File: config.mk
export PLATFORM = sky130hd
export DESIGN_NAME = rom_arbiter
export DESIGN_NICKNAME = d
export VERILOG_FILES = /design/src/rtl/rom_arbiter.sv
export SDC_FILE = /design/constraint.sdc
export NUM_CORES = 1
export LEC_CHECK = 0
export CAP_MARGIN = 20
export CORE_UTILIZATION = 40
export DETAILED_ROUTE_END_ITERATION = 16
export PLACE_DENSITY_LB_ADDON = 0.2
export SETUP_SLACK_MARGIN = 0.2
export SYNTH_ARGS = -nofsm -noshare
export SYNTH_HDL_FRONTEND = slang
export SYNTH_SLANG_ARGS = --single-unit
File: constraint.sdc
create_clock -name clk -period 1.7 [get_ports clk]
set_clock_uncertainty 0.15 [all_clocks]
set_input_delay 0.17 -clock clk [delete_from_list [all_inputs] [get_ports clk]]
set_output_delay 0.17 -clock clk [all_outputs]
set_load 0.02 [all_outputs]
File: src/rtl/rom_arbiter.sv
// Two-requester round-robin arbiter in front of a combinational ROM.
// One read per three cycles: a handshake in IDLE, then READ captures rom_data, then RESP pulses the valid.
//
// Handshake rule, for both requester ports:
//   - A request is taken when reqN_valid and reqN_ready are both high at a rising clk edge.
//   - reqN_ready is combinational and high only in IDLE, only for the granted requester.
//   - A requester keeps reqN_valid and reqN_addr stable until its handshake.
//   - rspN_valid is a one-cycle pulse that cannot be stalled.
//   - rspN_data holds its last captured value between pulses.
module rom_arbiter #(
    parameter int AW = 3,
    parameter int DW = 4
) (
    input  logic          clk,
    input  logic          rst,
    input  logic          req0_valid,
    input  logic [AW-1:0] req0_addr,
    output logic          req0_ready,
    output logic          rsp0_valid,
    output logic [DW-1:0] rsp0_data,
    input  logic          req1_valid,
    input  logic [AW-1:0] req1_addr,
    output logic          req1_ready,
    output logic          rsp1_valid,
    output logic [DW-1:0] rsp1_data,
    output logic [AW-1:0] rom_addr,
    input  logic [DW-1:0] rom_data,
    output logic          busy,
    output logic [1:0]    o_dbg_state
);

    typedef enum logic [1:0] {
        IDLE = 2'd0,
        READ = 2'd1,
        RESP = 2'd2
    } state_t;

    state_t        r_state;
    logic          r_owner;
    logic          r_last_grant;
    logic [AW-1:0] r_rom_addr;
    logic [DW-1:0] r_rsp0_data;
    logic [DW-1:0] r_rsp1_data;
    logic          r_rsp0_valid;
    logic          r_rsp1_valid;

    logic          w_grant0;
    logic          w_grant1;
    logic          w_hs0;
    logic          w_hs1;

    // Under contention the requester that was not served last wins.
    always_comb begin
        w_grant0 = 1'b0;
        w_grant1 = 1'b0;
        if (r_state == IDLE && !rst) begin
            if (req0_valid && req1_valid) begin
                w_grant0 = r_last_grant;
                w_grant1 = ~r_last_grant;
            end else begin
                w_grant0 = req0_valid;
                w_grant1 = req1_valid;
            end
        end
    end

    assign w_hs0 = req0_valid & w_grant0;
    assign w_hs1 = req1_valid & w_grant1;

    always_ff @(posedge clk or posedge rst) begin
        if (rst) begin
            r_state      <= IDLE;
            r_owner      <= 1'b0;
            r_last_grant <= 1'b1;
            r_rom_addr   <= '0;
            r_rsp0_data  <= '0;
            r_rsp1_data  <= '0;
            r_rsp0_valid <= 1'b0;
            r_rsp1_valid <= 1'b0;
        end else begin
            case (r_state)
                IDLE: begin
                    if (w_hs0) begin
                        r_rom_addr   <= req0_addr;
                        r_owner      <= 1'b0;
                        r_last_grant <= 1'b0;
                        r_state      <= READ;
                    end else if (w_hs1) begin
                        r_rom_addr   <= req1_addr;
                        r_owner      <= 1'b1;
                        r_last_grant <= 1'b1;
                        r_state      <= READ;
                    end
                end
                READ: begin
                    if (r_owner) begin
                        r_rsp1_data <= rom_data;
                    end else begin
                        r_rsp0_data <= rom_data;
                    end
                    r_rsp0_valid <= ~r_owner;
                    r_rsp1_valid <= r_owner;
                    r_state      <= RESP;
                end
                RESP: begin
                    r_rsp0_valid <= 1'b0;
                    r_rsp1_valid <= 1'b0;
                    r_state      <= IDLE;
                end
                default: begin
                    r_rsp0_valid <= 1'b0;
                    r_rsp1_valid <= 1'b0;
                    r_state      <= IDLE;
                end
            endcase
        end
    end

    assign req0_ready  = w_grant0;
    assign req1_ready  = w_grant1;
    assign rsp0_valid  = r_rsp0_valid;
    assign rsp1_valid  = r_rsp1_valid;
    assign rsp0_data   = r_rsp0_data;
    assign rsp1_data   = r_rsp1_data;
    assign rom_addr    = r_rom_addr;
    assign busy        = (r_state != IDLE);
    assign o_dbg_state = r_state;

endmodule

* Yosys cells after proc, flatten, opt, wreduce, memory -nomap -nowiden
Cells that the tools add are included.
** Cells by class
- Eq/ne operators :: 2
- Muxes and demuxes :: 13
- Bitwise gates (word level) :: 4
- Reductions and logical operators :: 9
** Operators by type and width (number)
- $mux W1 :: 6
- $mux W3 :: 2
- $reduce_and A2 Y1 :: 3
- $mux W2 :: 2
- $pmux W1 S2 :: 2
- $pmux W2 S2 :: 1
- $reduce_bool A2 Y1 :: 2
- $ne A3 B3 Y1 const B :: 1
- $and A1 B1 Y1 :: 2
- $eq A2 B1 Y1 const B :: 1
- $logic_and A1 B1 Y1 :: 2
- $logic_not A2 Y1 :: 1
- $not A1 Y1 :: 2
- $logic_not A1 Y1 :: 1
** Storage, ports and cells
- Register bits after elaboration :: 17
- Input port bits :: 14

* Logic depth before layout (Yosys ltp)
Gate-level depths: netlist (run 1).
- Word-level depth :: 7
- Gate-level depth with buffers :: 3
- Depth with buffers taken out :: 3

* Worst setup path before layout (run 1)
No wires, ideal clock.
- Path type :: register to output
- From :: reg r_state[1] (netlist: o_dbg_state[1])
- To :: out req0_ready
- Arrival time :: 1.645 ns
- Required time :: 1.380 ns
- Setup slack :: -0.265 ns
- Stages on the path, launching flop included :: 3
- Cell sequence :: dfrtp_1 -> or2_2 -> nor4_1
** On the way
- Word-level cells in the longest chain between the ends :: 3
** RTL lines
- start: declaration :: RTL line 38 : state_t r_state;
- start signal: assignment :: RTL line 72 : r_state <= IDLE;
- start signal: assignment :: RTL line 87 : r_state <= READ;
- start signal: assignment :: RTL line 92 : r_state <= READ;
- $logic_not A2 Y1 :: RTL line 56 : if (r_state == IDLE && !rst) begin
- $logic_and A1 B1 Y1 :: RTL line 56
- $mux W1 :: RTL line 56
- end: declaration :: RTL line 18 : output logic req0_ready,
Every way passes these cells.

* Final worst setup path (run 1)
- From :: reg r_last_grant
- To :: out req0_ready
** On the way
- Word-level cells in the longest chain between the ends :: 2
** RTL lines
- start: declaration :: RTL line 40 : logic r_last_grant;
- start signal: assignment :: RTL line 74 : r_last_grant <= 1'b1;
- start signal: assignment :: RTL line 86 : r_last_grant <= 1'b0;
- start signal: assignment :: RTL line 91 : r_last_grant <= 1'b1;
- $mux W1 :: RTL line 57 : if (req0_valid && req1_valid) begin
- $mux W1 :: RTL line 56
Every way passes these cells.

==> reports/metrics.cfg, run 1 <==
[setup_path]
cp_cell_sequence=nor2b_2 > nor4_4 > buf_4
end_kind=primary output
slowest_stage=dfstp_2
reg2reg_slack_ns=0.12
startpoint=r_last_grant
worst_path_largest_cell_delay_ns=0.57
worst_ep_required_time_ns=1.38
criticalPathCategory=reg2out
cp_max_fo=3
worstReg2RegStart=o_dbg_state[1]
cp.arrival_ns=1.33
cp-start-kind=flip-flop

[global_routing]
antenna_found_initial=0
grt.total_usage_pct=20.59
overflow=0
grt_start_max_net_pins=11
grt_pass1_wl_mm=2.911
grt_pass1_vias=640

[synth]
syn_area_per_cell_um2=14.79
postSynthCellCount=51
synth_cell_types=21
async_flop_share_pct=100.0
ys.flop_type=dfrtp_1
synth_edf_count=0
yosysWarnings=0
yosysTopAreaCell=dfrtp_1
synth_top_area_share_pct=53.07
synthesis.area_um2=754.5
synth_area_leaders=dfrtp_1, mux2_4, dfstp_2, a2bb2oi_1, o32ai_1
ys_ff_latch=17
syn_nets=65
seq_area_frac_synth_pct=56.55

[pwr]
ir_worst_vdd_mv=0.7406
power_mw=1.717
power_density_nw_per_um2=1307
p_leak_nw=0.6259

[cells_and_area]
n_antenna_cell=0
area_growth_pct=74.13
drive_gt1_share_pct=50.00
layout_commonest_cell=buf_4
stdcell_area_um2=1314
stdcell_count=129
final_cell_mix=buf_4, dfrtp_1, clkdlybuf4s50_1, dlygate4sd2_1, mux2_4
nNetsFinal=119

[placement]
place_area_um2=1205
gp_congestion=0.7834
io_buffers=31
dpl.cell_count=118
hpwl_mm=1.411
dp_slack_ns=-0.2969

[die]
fp.dieH_um=45.43
dieArea_um2=2064
core_area_um2=1745
die_w_um=45.43
num_rows=15
initial_core_util_pct=43.23
ioPinCount=32

[timing]
finalHoldViolations=0
timing.slew.headroom_pct=77.14
finalCritPeriodShare_pct=97.22
finalSetupViolCount=0
fmax_mhz=605.1
grt_setup_unrepaired=true
min_period_ns=1.653
timing.final.ws_setup_ns=0.04733
drv_slew=0
worst_pin_slew_ns=0.3426
tns_ns=0

[detailed_routing]
drt_iter0_drc=7
post_drt_wl_per_cell_um=15.26
wl_mm=1.969
detail-route-antenna-nets=0
vias=616
drt_pass1_iterations=4
drc_errors=0
vias_per_cell=4.775

[run_status]
status=finished, final reports clean

[job]
cap_violations=0

[clocking]
htree_levels=1
numCtsBuffers=3
cts.path.max_buffers=2
clk_pin_slew_ns=0.10
root_buffer=clkbuf_4
clock-sinks=17
clock_latency_ns=0.29
cts_tree=done
holdBufCountCts=0

[worst_hold_path]
min_path_type=in2async

-- timing repair --
item | 4_1_cts | 5_1_grt
resized for setup | 38 | 9
pin swaps | 5 | 3
setup buffers | 5 | 2
setup endpoints to repair | 23 | 15
-- path summary, 6_finish.rpt --
path | to | depth (start not counted)
max in group asynchronous | o_dbg_state[0] | 4
max | req0_ready | 3
min | r_owner | 3
min in group clk | rsp0_data[0] | 1
min reg2reg | rsp0_data[0] | 1
max reg2reg | rsp0_data[2] | 5
-- stage by stage --
stage,hold WS [ns],util [%]
after floorplan,-0.05480,-
after global placement,0.3429,69.03
after detailed placement,0.3448,69.03
after CTS,0.2927,72.19
after global routing,0.3422,75.27
final,0.2843,75.27
-- state kept, by name, summed over array words and instances, names as in the netlist --
name          cells
rsp1_data         4
rsp0_valid        1
rsp0_data         4
rsp1_valid        1
r_owner           1
o_dbg_state       2
rom_addr          3
r_last_grant      1
-- layer usage --
metal | vias up | global-route usage [%] | routed length, um
li1 | 291 | - | -
met1 | 308 | 25.26 | 819
met2 | 17 | 34.57 | 1051
met3 | 0 | 7.143 | 98
met4 | 0 | 4.848 | 0
met5 | - | 0 | 0
-- cell families (layout without fill, tap and decap cells) --
| logic type | Yosys count | count (layout) | synth area share [%] |
|---|---|---|---|
| AOI/OAI and AO/OA | 10 | 10 | 11.45 |
| buffers and inverters | 3 | 56 | 1.492 |
| DFF | 17 | 17 | 56.55 |
| muxes | 10 | 10 | 18.57 |
| and+or+nand+nor | 11 | 11 | 11.94 |
-- cell type report --
cell class                      count  area, um2
Fill cell                         125      431.7
Sequential cell                    17      429.2
Timing Repair Buffer               49      427.9
Multi-Input combinational cell     31      386.6
Tap cell                           25      31.28
Clock buffer                        3      22.52
Inverter                            3      11.26
Clock inverter                      1      5.005
-- synthesized netlist by cell type (2+ instances only) --
master,instances
dfrtp_1,16
mux2_4,8
a2bb2oi_1,3
inv_1,3
o32ai_1,3
mux2i_1,2
nor2_1,2
-- power breakdown --
group          total, mW  internal (mW)  switching (mW)
Combinational      0.837          0.438           0.398
Clock              0.213         0.0874           0.126
Sequential         0.667          0.565           0.102
Total               1.72           1.09           0.627
-- worst max-delay path, delay by kind of cell (launching register included) --
| kind | cells | cell delay [ns] |
|---|---|---|
| flip-flops | 1 | 0.57 |
| AND/OR/NAND/NOR | 2 | 0.29 |
| buffers and inverters | 1 | 0.17 |
Power figures use the tool's default switching activity.
==> inputs of run 2 (changes only) <==
- GPL_ROUTABILITY_DRIVEN: unset -> 0
==> results of run 2 <==
No change in the layout: final DEF, timing and power equal those of run 1.
